**src/rtl/difftest_pkg.sv**
```systemverilog
// Shared constants and types for the difftest CSR delta encoder.
package difftest_pkg;

  localparam int XLEN_DEFAULT     = 64;
  localparam int MAX_CORES        = 4;
  localparam int NUM_CSRS_DEFAULT = 17;

  // Entry indices inside one snapshot; CSR_PRIV is the trailing privilege entry.
  localparam int CSR_MSTATUS  = 0;
  localparam int CSR_SSTATUS  = 1;
  localparam int CSR_MEPC     = 2;
  localparam int CSR_SEPC     = 3;
  localparam int CSR_MTVAL    = 4;
  localparam int CSR_STVAL    = 5;
  localparam int CSR_MTVEC    = 6;
  localparam int CSR_STVEC    = 7;
  localparam int CSR_MCAUSE   = 8;
  localparam int CSR_SCAUSE   = 9;
  localparam int CSR_SATP     = 10;
  localparam int CSR_MIP      = 11;
  localparam int CSR_MIE      = 12;
  localparam int CSR_MSCRATCH = 13;
  localparam int CSR_SSCRATCH = 14;
  localparam int CSR_MIDELEG  = 15;
  localparam int CSR_MEDELEG  = 16;
  localparam int CSR_PRIV     = 17;

  typedef enum logic {
    ST_IDLE,
    ST_SCAN
  } scan_state_e;

endpackage

```
**src/rtl/difftest_csr_delta_if.sv**
```systemverilog
// Snapshot input and delta-record output channels of the CSR delta encoder.
interface difftest_csr_delta_if #(
  parameter int NUM_CORES = 1,
  parameter int NUM_CSRS  = difftest_pkg::NUM_CSRS_DEFAULT,
  parameter int XLEN      = difftest_pkg::XLEN_DEFAULT
);
  logic [NUM_CORES-1:0]               in_valid;
  logic [NUM_CORES-1:0]               in_ready;
  logic [2*NUM_CORES-1:0]             in_priv;
  logic [NUM_CORES*NUM_CSRS*XLEN-1:0] in_csrs;
  logic                               full_dump;
  logic                               out_valid;
  logic                               out_ready;
  logic [7:0]                         out_coreid;
  logic [7:0]                         out_idx;
  logic [XLEN-1:0]                    out_data;
  logic                               out_last;

  modport master (
    output in_valid, in_priv, in_csrs, full_dump, out_ready,
    input  in_ready, out_valid, out_coreid, out_idx, out_data, out_last
  );

  modport slave (
    input  in_valid, in_priv, in_csrs, full_dump, out_ready,
    output in_ready, out_valid, out_coreid, out_idx, out_data, out_last
  );
endinterface

```
**src/rtl/difftest_rr_arb.sv**
```systemverilog
// Round-robin arbiter: priority starts at ptr, which moves past the winner on advance.
module difftest_rr_arb #(
  parameter int N = 1
) (
  input  logic                              io_clock,
  input  logic                              io_reset,
  input  logic [N-1:0]                      req,
  output logic [N-1:0]                      grant,
  output logic [((N > 1) ? $clog2(N) : 1)-1:0] grant_idx,
  input  logic                              advance
);
  localparam int PW = (N > 1) ? $clog2(N) : 1;

  logic [PW-1:0] ptr;
  logic [PW-1:0] cand;

  always_comb begin
    // NOTE: every output gets a default before the loop so no path leaves it unassigned (no latch).
    grant     = '0;
    grant_idx = ptr;
    cand      = ptr;
    // Walk from the farthest candidate back to ptr so the closest requester wins.
    for (int k = N - 1; k >= 0; k--) begin
      cand = PW'((int'(ptr) + k) % N);
      if (req[cand]) begin
        grant       = '0;
        grant[cand] = 1'b1;
        grant_idx   = cand;
      end
    end
  end

  always_ff @(posedge io_clock or posedge io_reset) begin
    // NOTE: non-blocking assignments so every flop samples pre-edge values.
    if (io_reset) begin
      ptr <= '0;
    end else if (advance) begin
      ptr <= PW'((int'(grant_idx) + 1) % N);
    end
  end

endmodule

```
**src/rtl/difftest_csr_delta.sv**
```systemverilog
// Per-core CSR snapshot slots compared against shadows; changed entries leave as one record per cycle.
module difftest_csr_delta
  import difftest_pkg::*;
#(
  parameter int NUM_CORES = 1,
  parameter int NUM_CSRS  = NUM_CSRS_DEFAULT,
  parameter int XLEN      = XLEN_DEFAULT
) (
  input logic                 io_clock,
  input logic                 io_reset,
  difftest_csr_delta_if.slave io
);
  localparam int NE = NUM_CSRS + 1;
  localparam int CW = (NUM_CORES > 1) ? $clog2(NUM_CORES) : 1;
  localparam int IW = $clog2(NE);

  typedef logic [XLEN-1:0] word_t;

  word_t      slot_csrs   [NUM_CORES][NUM_CSRS];
  logic [1:0] slot_priv   [NUM_CORES];
  word_t      shadow_csrs [NUM_CORES][NUM_CSRS];
  logic [1:0] shadow_priv [NUM_CORES];

  logic [NUM_CORES-1:0] slot_full, shadow_valid, arb_req, arb_grant;
  logic [CW-1:0]        grant_idx, cur_core, src_core, rel_core;
  scan_state_e          state;
  logic [NE-1:0]        mask, diff_mask, grant_mask, src_mask;
  logic [IW-1:0]        cur_idx, nxt_idx;
  word_t                out_data_q, nxt_data;
  logic                 out_valid_q, out_last_q, nxt_last;
  logic                 granting, handshake, rel_en;

  assign arb_req   = (state == ST_IDLE) ? slot_full : '0;
  assign granting  = |arb_grant;
  assign handshake = out_valid_q & io.out_ready;

  difftest_rr_arb #(.N(NUM_CORES)) u_arb (
    .io_clock  (io_clock),
    .io_reset  (io_reset),
    .req       (arb_req),
    .grant     (arb_grant),
    .grant_idx (grant_idx),
    .advance   (granting)
  );

  function automatic logic [IW-1:0] lowest_set(input logic [NE-1:0] m);
    lowest_set = '0;
    for (int i = NE - 1; i >= 0; i--) begin
      if (m[i]) lowest_set = IW'(i);
    end
  endfunction

  // In IDLE the next record comes from the fresh grant, in SCAN from the mask minus the shown entry.
  always_comb begin
    diff_mask = '0;
    for (int i = 0; i < NUM_CSRS; i++) begin
      diff_mask[i] = slot_csrs[grant_idx][i] != shadow_csrs[grant_idx][i];
    end
    diff_mask[NUM_CSRS] = slot_priv[grant_idx] != shadow_priv[grant_idx];
    grant_mask = (!shadow_valid[grant_idx] || io.full_dump) ? '1 : diff_mask;

    src_core = (state == ST_IDLE) ? grant_idx : cur_core;
    src_mask = (state == ST_IDLE) ? grant_mask : (mask & ~(NE'(1) << cur_idx));
    nxt_idx  = lowest_set(src_mask);
    nxt_last = (src_mask & (src_mask - NE'(1))) == '0;
    nxt_data = (int'(nxt_idx) == NUM_CSRS) ? XLEN'(slot_priv[src_core])
                                           : slot_csrs[src_core][nxt_idx];

    rel_en   = ((state == ST_IDLE) && granting && (grant_mask == '0)) ||
               ((state == ST_SCAN) && handshake && out_last_q);
    rel_core = (state == ST_IDLE) ? grant_idx : cur_core;
  end

  always_ff @(posedge io_clock or posedge io_reset) begin
    if (io_reset) begin
      slot_full    <= '0;
      shadow_valid <= '0;
      state        <= ST_IDLE;
      cur_core     <= '0;
      cur_idx      <= '0;
      mask         <= '0;
      out_valid_q  <= 1'b0;
      out_last_q   <= 1'b0;
      out_data_q   <= '0;
    end else begin
      for (int c = 0; c < NUM_CORES; c++) begin
        if (io.in_valid[c] && !slot_full[c]) slot_full[c] <= 1'b1;
      end
      if (rel_en) begin
        slot_full[rel_core]    <= 1'b0;
        shadow_valid[rel_core] <= 1'b1;
      end

      case (state)
        ST_IDLE: begin
          if (granting && (grant_mask != '0)) begin
            state       <= ST_SCAN;
            cur_core    <= grant_idx;
            mask        <= grant_mask;
            out_valid_q <= 1'b1;
            cur_idx     <= nxt_idx;
            out_data_q  <= nxt_data;
            out_last_q  <= nxt_last;
          end
        end
        ST_SCAN: begin
          if (handshake) begin
            if (out_last_q) begin
              state       <= ST_IDLE;
              mask        <= '0;
              out_valid_q <= 1'b0;
              out_last_q  <= 1'b0;
            end else begin
              mask       <= src_mask;
              cur_idx    <= nxt_idx;
              out_data_q <= nxt_data;
              out_last_q <= nxt_last;
            end
          end
        end
        default: state <= ST_IDLE;
      endcase
    end
  end

  // NOTE: payload storage has no reset; slot_full and shadow_valid gate every use of it.
  always_ff @(posedge io_clock) begin
    for (int c = 0; c < NUM_CORES; c++) begin
      if (io.in_valid[c] && !slot_full[c]) begin
        slot_priv[c] <= io.in_priv[2*c +: 2];
        for (int i = 0; i < NUM_CSRS; i++) begin
          slot_csrs[c][i] <= io.in_csrs[(c*NUM_CSRS + i)*XLEN +: XLEN];
        end
      end
    end
    if (rel_en) begin
      shadow_csrs[rel_core] <= slot_csrs[rel_core];
      shadow_priv[rel_core] <= slot_priv[rel_core];
    end
  end

  assign io.in_ready   = ~slot_full;
  assign io.out_valid  = out_valid_q;
  assign io.out_coreid = 8'(cur_core);
  assign io.out_idx    = 8'(cur_idx);
  assign io.out_data   = out_data_q;
  assign io.out_last   = out_last_q;

endmodule
```
**src/flat_wrapper.sv**
```systemverilog
// flat-port wrapper written by rule: the top's interface ports become plain ports
module difftest_csr_delta_flat import difftest_pkg::*;
#(
  parameter int NUM_CORES = 1,
  parameter int NUM_CSRS  = NUM_CSRS_DEFAULT,
  parameter int XLEN      = XLEN_DEFAULT
)
  (io_clock, io_reset, io_in_valid, io_in_priv, io_in_csrs, io_full_dump, io_out_ready, io_in_ready, io_out_valid, io_out_coreid, io_out_idx, io_out_data, io_out_last);
  difftest_csr_delta_if #(.NUM_CORES(NUM_CORES), .NUM_CSRS(NUM_CSRS), .XLEN(XLEN)) io_i ();
  input logic io_clock;
  input logic io_reset;
  input wire logic [$bits(io_i.in_valid)-1:0] io_in_valid;
  input wire logic [$bits(io_i.in_priv)-1:0] io_in_priv;
  input wire logic [$bits(io_i.in_csrs)-1:0] io_in_csrs;
  input wire logic [$bits(io_i.full_dump)-1:0] io_full_dump;
  input wire logic [$bits(io_i.out_ready)-1:0] io_out_ready;
  output wire logic [$bits(io_i.in_ready)-1:0] io_in_ready;
  output wire logic [$bits(io_i.out_valid)-1:0] io_out_valid;
  output wire logic [$bits(io_i.out_coreid)-1:0] io_out_coreid;
  output wire logic [$bits(io_i.out_idx)-1:0] io_out_idx;
  output wire logic [$bits(io_i.out_data)-1:0] io_out_data;
  output wire logic [$bits(io_i.out_last)-1:0] io_out_last;
  assign io_i.in_valid = io_in_valid;
  assign io_i.in_priv = io_in_priv;
  assign io_i.in_csrs = io_in_csrs;
  assign io_i.full_dump = io_full_dump;
  assign io_i.out_ready = io_out_ready;
  assign io_in_ready = io_i.in_ready;
  assign io_out_valid = io_i.out_valid;
  assign io_out_coreid = io_i.out_coreid;
  assign io_out_idx = io_i.out_idx;
  assign io_out_data = io_i.out_data;
  assign io_out_last = io_i.out_last;
  difftest_csr_delta #(.NUM_CORES(NUM_CORES), .NUM_CSRS(NUM_CSRS), .XLEN(XLEN)) u_core (.io_clock(io_clock), .io_reset(io_reset), .io(io_i));
endmodule
```
**config.mk**
```make
export PLATFORM = sky130hd
export DESIGN_NAME = difftest_csr_delta_flat
export DESIGN_NICKNAME = d
export VERILOG_FILES = /design/src/rtl/difftest_pkg.sv /design/src/rtl/difftest_csr_delta_if.sv /design/src/rtl/difftest_rr_arb.sv /design/src/rtl/difftest_csr_delta.sv /design/src/flat_wrapper.sv
export SDC_FILE = /design/constraint.sdc
export NUM_CORES = 2
export LEC_CHECK = 0
export CAP_MARGIN = 20
export CORE_UTILIZATION = 37
export CTS_CLUSTER_DIAMETER = 50
export DETAILED_ROUTE_END_ITERATION = 10
export SLEW_MARGIN = 0
export SYNTH_ARGS = -nofsm -noshare
export SYNTH_HDL_FRONTEND = slang
export SYNTH_SLANG_ARGS = --single-unit
```
**constraint.sdc**
```tcl
create_clock -name io_clock -period 58.4 [get_ports io_clock]
set_input_delay 5.84 -clock io_clock [delete_from_list [all_inputs] [get_ports io_clock]]
set_output_delay 5.84 -clock io_clock [all_outputs]
set_load 0.005 [all_outputs]
```
# After elaboration in Yosys (flattened, before gate mapping)
# Memories as Yosys holds them, arrays and structs flattened.
# Cells that the tools add are included.
# Widths: inputs -> output; s select.
[totals]
memories = 4
latchBits = 0
word_cells = 118
input_bits = 1095
output_inout_bits = 83
reg_bits = 92
rom_bits = 0
ramBits = 2180
[classes]
addsub = 1
n_lt_le_gt_ge = 1
muxes = 56
div = 0
bitwise_logic = 7
n_eq_ne = 23
multipliers = 0
shifts = 1
reduce_logical = 17
[mem_list]
columns = ["memory", "depth", "width", "read_ports", "rd_ports_with_merged_regs", "wr", "line_no", "rtl"]
rows = [
  ["u_core.shadow_csrs", 1, 1088, 1, 0, 1, "difftest_csr_delta.sv:21", "word_t shadow_csrs [NUM_CORES][NUM_CSRS];"],
  ["u_core.slot_csrs", 1, 1088, 1, 0, 17, "difftest_csr_delta.sv:19", "word_t slot_csrs [NUM_CORES][NUM_CSRS];"],
  ["u_core.shadow_priv", 1, 2, 1, 0, 1, "difftest_csr_delta.sv:22", "logic [1:0] shadow_priv [NUM_CORES];"],
  ["u_core.slot_priv", 1, 2, 1, 0, 1, "difftest_csr_delta.sv:20", "logic [1:0] slot_priv [NUM_CORES];"],
]
[op_table]
columns = ["cell", "count"]
rows = [
  ["$ne 64x64->1", 17],
  ["$mux 64", 6],
  ["$bmux 64 s5", 1],
  ["$pmux 64 s2", 1],
  ["$mux 5", 21],
  ["$mux 18", 5],
  ["$and 18x18->18", 2],
  ["$logic_not 18->1", 2],
  ["$pmux 18 s2", 1],
  ["$not 18->18", 1],
  ["$reduce_bool 18->1", 1],
  ["$shl 1x5->18 const A", 1],
  ["$sub 18x1->18 const B", 1],
  ["$mux 1", 17],
  ["$pmux 5 s2", 1],
  ["$ne 2x2->1 const B", 4],
  ["$ge 6x6->1 const B", 1],
  ["$logic_and 1x1->1", 6],
  ["$not 5->6", 1],
  ["$pmux 1 s2", 3],
  ["$reduce_and 3->1", 2],
  ["$eq 5x5->1 const B", 1],
  ["$logic_not 1->1", 2],
  ["$logic_or 1x1->1", 2],
  ["other kinds (5)", 6],
]

# Depth between registers and ports, before layout
[depth]
ltp_word = 30
mapped_depth = 18
ltp_nobuf = 12

# Modules after synthesis
# Synthesis repeated with hierarchy kept, for this count alone.
[hier_totals]
hier_cells = 6077
area_unflattened_um2 = 94658.3
[by_module_without_submodules]
columns = ["module", "area_each_um2", "cells_each", "instances"]
rows = [
  ["difftest_csr_delta", 94639.5, 6074, 1],
  ["difftest_rr_arb", 18.8, 3, 1],
]

# Least setup slack after synthesis
# OpenSTA, ideal clock, no wires.
[synth_timing]
kind = "input port to flip-flop"
start = "in io_in_valid"
end = "mem u_core.slot_csrs[0][0] in the netlist's numbering (enable)"
path_slack_ns = 3.219
cell_stages = 1
arrival_ns = 52.479
t_required_ns = 55.699
cell_sequence = "nor2b_1"
[synth_rtl]
columns = ["item", "line_no", "rtl"]
rows = [
  ["start: declaration", "flat_wrapper.sv:12", "input wire logic [$bits(io_i.in_valid)-1:0] io_in_valid;"],
  ["end: declaration", "difftest_csr_delta.sv:19", ""],
]

# Final worst setup path
[layout_timing]
start = "in io_full_dump"
end = "reg u_core.out_data_q[3] (netlist: u_core.io.out_data[3])"
[layout_between]
elab_chain_cells = 29
word_cells_on_any_way = 35
classes_between = "eq/ne (2); mux (28); bitwise (1); reduce/logical (4)"
[layout_rtl]
columns = ["item", "line_no", "rtl"]
rows = [
  ["start: declaration", "flat_wrapper.sv:15", "input wire logic [$bits(io_i.full_dump)-1:0] io_full_dump;"],
  ["$logic_or 1x1->1 (*)", "difftest_csr_delta.sv:60", "grant_mask = (!shadow_valid[grant_idx] || io.full_dump) ? '1 : diff_mask;"],
  ["$mux 18 (*)", "difftest_csr_delta.sv:60", ""],
  ["$mux 18", "difftest_csr_delta.sv:63", "src_mask = (state == ST_IDLE) ? grant_mask : (mask & ~(NE'(1) << cur_idx));"],
  ["$mux 5 (18 in a row)", "difftest_csr_delta.sv:49", "if (m[i]) lowest_set = IW'(i);"],
  ["$not 5->6 (implied by the code)", "difftest_csr_delta.sv:67", ": slot_csrs[src_core][nxt_idx];"],
  ["$bmux 64 s5", "difftest_csr_delta.sv:67", ""],
  ["$mux 64 (implied by the code) (2 in a row)", "difftest_csr_delta.sv:67", ""],
  ["$mux 64", "difftest_csr_delta.sv:66", "nxt_data = (int'(nxt_idx) == NUM_CSRS) ? XLEN'(slot_priv[src_core])"],
  ["$mux 64", "difftest_csr_delta.sv:108", "if (out_last_q) begin"],
  ["$mux 64", "difftest_csr_delta.sv:107", "if (handshake) begin"],
  ["$pmux 64 s2", "difftest_csr_delta.sv:94", "case (state)"],
  ["end signal: assignment", "difftest_csr_delta.sv:102", "out_data_q <= nxt_data;"],
  ["end signal: assignment", "difftest_csr_delta.sv:116", "out_data_q <= nxt_data;"],
  ["end: declaration", "difftest_csr_delta.sv:29", "word_t out_data_q, nxt_data;"],
]
# Every way passes the cells marked *; elsewhere a longest branch is shown, timed or not. The select of a mux whose other input is x is not followed.
# A chain may end at the register's enable or synchronous reset.

==> reports/metrics.csv <==
metric,value,unit
fin_crit_sh,0.218,
final_cells,11400,
first_pass_iters,8,
place_inst,10900,
avgViaCountPerCell,6.08,
clk_pin_slew_worst_paths,60,ps
ff2ff_setup_slack,49980,ps
crit_arrival,13500,ps
crit_slowest_cell,a21oi_1,
row_count,185,
pre_cts_slack,45340,ps
cp_common_cell,buf_4,
yosysWarnings,0,
synth_cell_types,86,
p_per_area,45.3,nW/um2
finClkSkew,76.3,ps
vias,69600,
antenna_left,0,
rsz0062_at_grt,false,
outcome,completed,
die_w,508,um
place_area,111000,um2
finalSetupViolCount,0,
grt_pass1_vias,64800,
crit_cells,18,
avgSynthCellArea,14.7,um2
die_h,508,um
root_buffer,clkbuf_16,
ys_top_cells_by_count,"2180 x edfxtp_1, 630 x nand2_1, 504 x xnor2_1",
max_freq,78.7,MHz
min_period,12710,ps
hpwlAfterDp,375,mm
cp-end-kind,flop,
synth_edf_count,2180,
finalHoldViolations,0,
critical-path-top-delay-family,buffers and inverters,
min_path_cells,0,
hp-start,u_core.slot_csrs[0][939]$_DFFE_PP_,
path_buf_inv,6,
drt-total-wl,473,mm
rr_startpoint,u_core.slot_csrs[0][940]$_DFFE_PP_,
dieArea,258000,um2
cts_tree,yes,
syn_inst,6446,
avgRoutedWirePerCell,41.4,um
cp-start-kind,input pin,
grt_first_pass_wirelength,607,mm
ys.flop_type,edfxtp_1,
path_max_fanout,112,
post_cts_resized,0,
path_class,input pin to flop,
crit_chain,clkdlybuf4s50_1 -> nand2b_1 -> buf_4 -> nor2_1 -> and4_1 -> nand4_1 -> o21ai_0 -> nor4bb_1 -> nor2_1 -> buf_4 -> nor2_4 -> buf_4 -> buf_12 -> buf_4 -> mux2i_1 -> a32oi_1 -> a21oi_1 -> o41ai_1,
cts_setup_buffers,0,
overflow,0,
hold_buffers,0,
nets,8914,
min_to,u_core.shadow_csrs[0][939]$_DFFE_PN_,
cts_inserted_buffers,312,
reg2reg_depth,16,
reg2reg_to,u_core.io.out_data[3]$_DFFE_PP0P_,
synth_area_leader_cell,edfxtp_1,
clk_path_buf_depth,4,
area_delta_synth_final,27.9,%
grt_max_degree,190,
htree_levels,5,
pin_count,1178,
yosysSeqAreaShare,0.716,
async_flop_share,0.0405,
port_buffers,1166,
synth_top_area_share,0.691,
floorplan.initialDensity,0.373,
fin_tns_setup,0,ps
final_cell_area,121000,um2
p_leak,40.1,nW
slew_headroom,0.0867,
clk_latency,990,ps
nFillCells,22100,
synth_seq_cells,2272,
slowest_delay,1160,ps
drc,0,
crit_required,59190,ps
worstMarginPinSlew,1370,ps
core-area,254000,um2
yosysMostFrequentCell,edfxtp_1,
drive_gt1_frac,0.0853,
antenna_found_initial,60,
layout_setup_ws,45690,ps
synth_area_leaders,"edfxtp_1 69%, xnor2_1 4.7%, xor2_1 2.9%",
grt_usage,0.358,
vdd.ir_drop.worst,65.1,uV
gp_congestion,1.08,
slew_viol_final,0,
holdCritPathClass,flop to flop,
syn_area,94700,um2
numClockSinks,2272,
initialDrtViolationCount,11500,
max_cap_viol_count,0,
cell usage in the layout (no fill, tap or decap), types with 57 or more instances in the layout:
cell / synthesis / layout
edfxtp_1: 2180 / 2180
clkdlybuf4s50_1: 0 / 1166
nand2_1: 630 / 626
xnor2_1: 504 / 504
clkbuf_16: 0 / 320
xor2_1: 316 / 316
nand4_1: 209 / 209
nand3_1: 206 / 206
nor2b_1: 205 / 203
nor4_1: 189 / 186
inv_1: 178 / 177
nand2b_1: 161 / 161
a21oi_1: 118 / 116
buf_4: 15 / 113
and3_1: 107 / 106
mux2i_1: 101 / 101
o21ai_0: 99 / 99
a211oi_1: 109 / 94
dfrtp_1: 92 / 91
a32oi_1: 82 / 82
nor2_1: 60 / 57
worst max-delay path by stage:
| stage | endpoint | slack, ps | start |
|---|---|---|---|
| after floorplan | u_core.slot_csrs[0][0]$_DFFE_PP_ | 3220 | io_in_valid |
| after global placement | u_core.io.out_data[18]$_DFFE_PP0P_ | 45280 | io_full_dump |
| after detailed placement | u_core.io.out_data[9]$_DFFE_PP0P_ | 45340 | io_full_dump |
| after CTS | u_core.io.out_data[9]$_DFFE_PP0P_ | 46320 | io_full_dump |
| after global routing | u_core.io.out_data[9]$_DFFE_PP0P_ | 45830 | io_full_dump |
| final | u_core.io.out_data[3]$_DFFE_PP0P_ | 45690 | io_full_dump |
state kept, by name (all words and copies together), names as in the netlist:
register / cells
u_core.mask: 18
u_core.shadow_valid: 1
u_core.slot_csrs: 1088
u_core.io.out_data: 64
u_core.io.out_last: 1
u_core.shadow_priv: 2
u_core.slot_priv: 2
u_core.shadow_csrs: 1088
u_core.io.out_valid: 1
u_core.slot_full: 1
u_core.state: 1
u_core.cur_idx: 5
per-stage QoR:
step | total power, mW | hold WS [ps] | utilization
2_1_floorplan | 2.61 | 426 | -
3_3_place_gp | 3.51 | 437 | 0.436
3_5_place_dp | 3.52 | 436 | 0.436
4_1_cts | 5.38 | 450 | 0.476
5_1_grt | 5.55 | 469 | 0.476
6_report | 5.48 | 451 | 0.476
routing by layer:
layer | vias up | global-route usage | wire length, um
met5 | - | 0.00148 | 230
met4 | 30 | 0.207 | 32700
met3 | 1135 | 0.114 | 56300
met2 | 5380 | 0.513 | 198000
met1 | 35500 | 0.476 | 187000
li1 | 27600 | - | -
cells by family (layout without fill, tap and decap cells):
family,count (synthesis),after routing,synth area share
xor gates and xnor gates,820,820,0.0759
adders and majority gates,3,3,0.000317
other,1,30,0.0000396
buffers and inverters,426,2027,0.0182
muxes,112,112,0.0123
DFF,2272,2272,0.716
AOI/OAI and AO/OA,882,882,0.0695
and+or+nand+nor,1930,1930,0.108
cell type report:
| type | instances | area, um2 | area share |
|---|---|---|---|
| clock buffers | 366 | 8240 | 0.0681 |
| clock inverters | 186 | 1830 | 0.0151 |
| well taps | 3366 | 4210 | 0.0348 |
| multi-input cells | 3758 | 25600 | 0.211 |
| diodes | 19 | 47.5 | 0.000393 |
| repair buffers | 1296 | 12700 | 0.105 |
| inverters | 179 | 674 | 0.00557 |
| flip-flops and latches | 2272 | 67800 | 0.560 |
where the power goes:
group / leakage, nW / switching (mW) / internal, mW
Clock: 4.92 / 0.753 / 1.13
Combinational: 14.5 / 1.25 / 0.467
Sequential: 20.7 / 0.0771 / 1.80
Total: 40.1 / 2.08 / 3.40
Note: power is estimated with default switching activity, not from simulation.
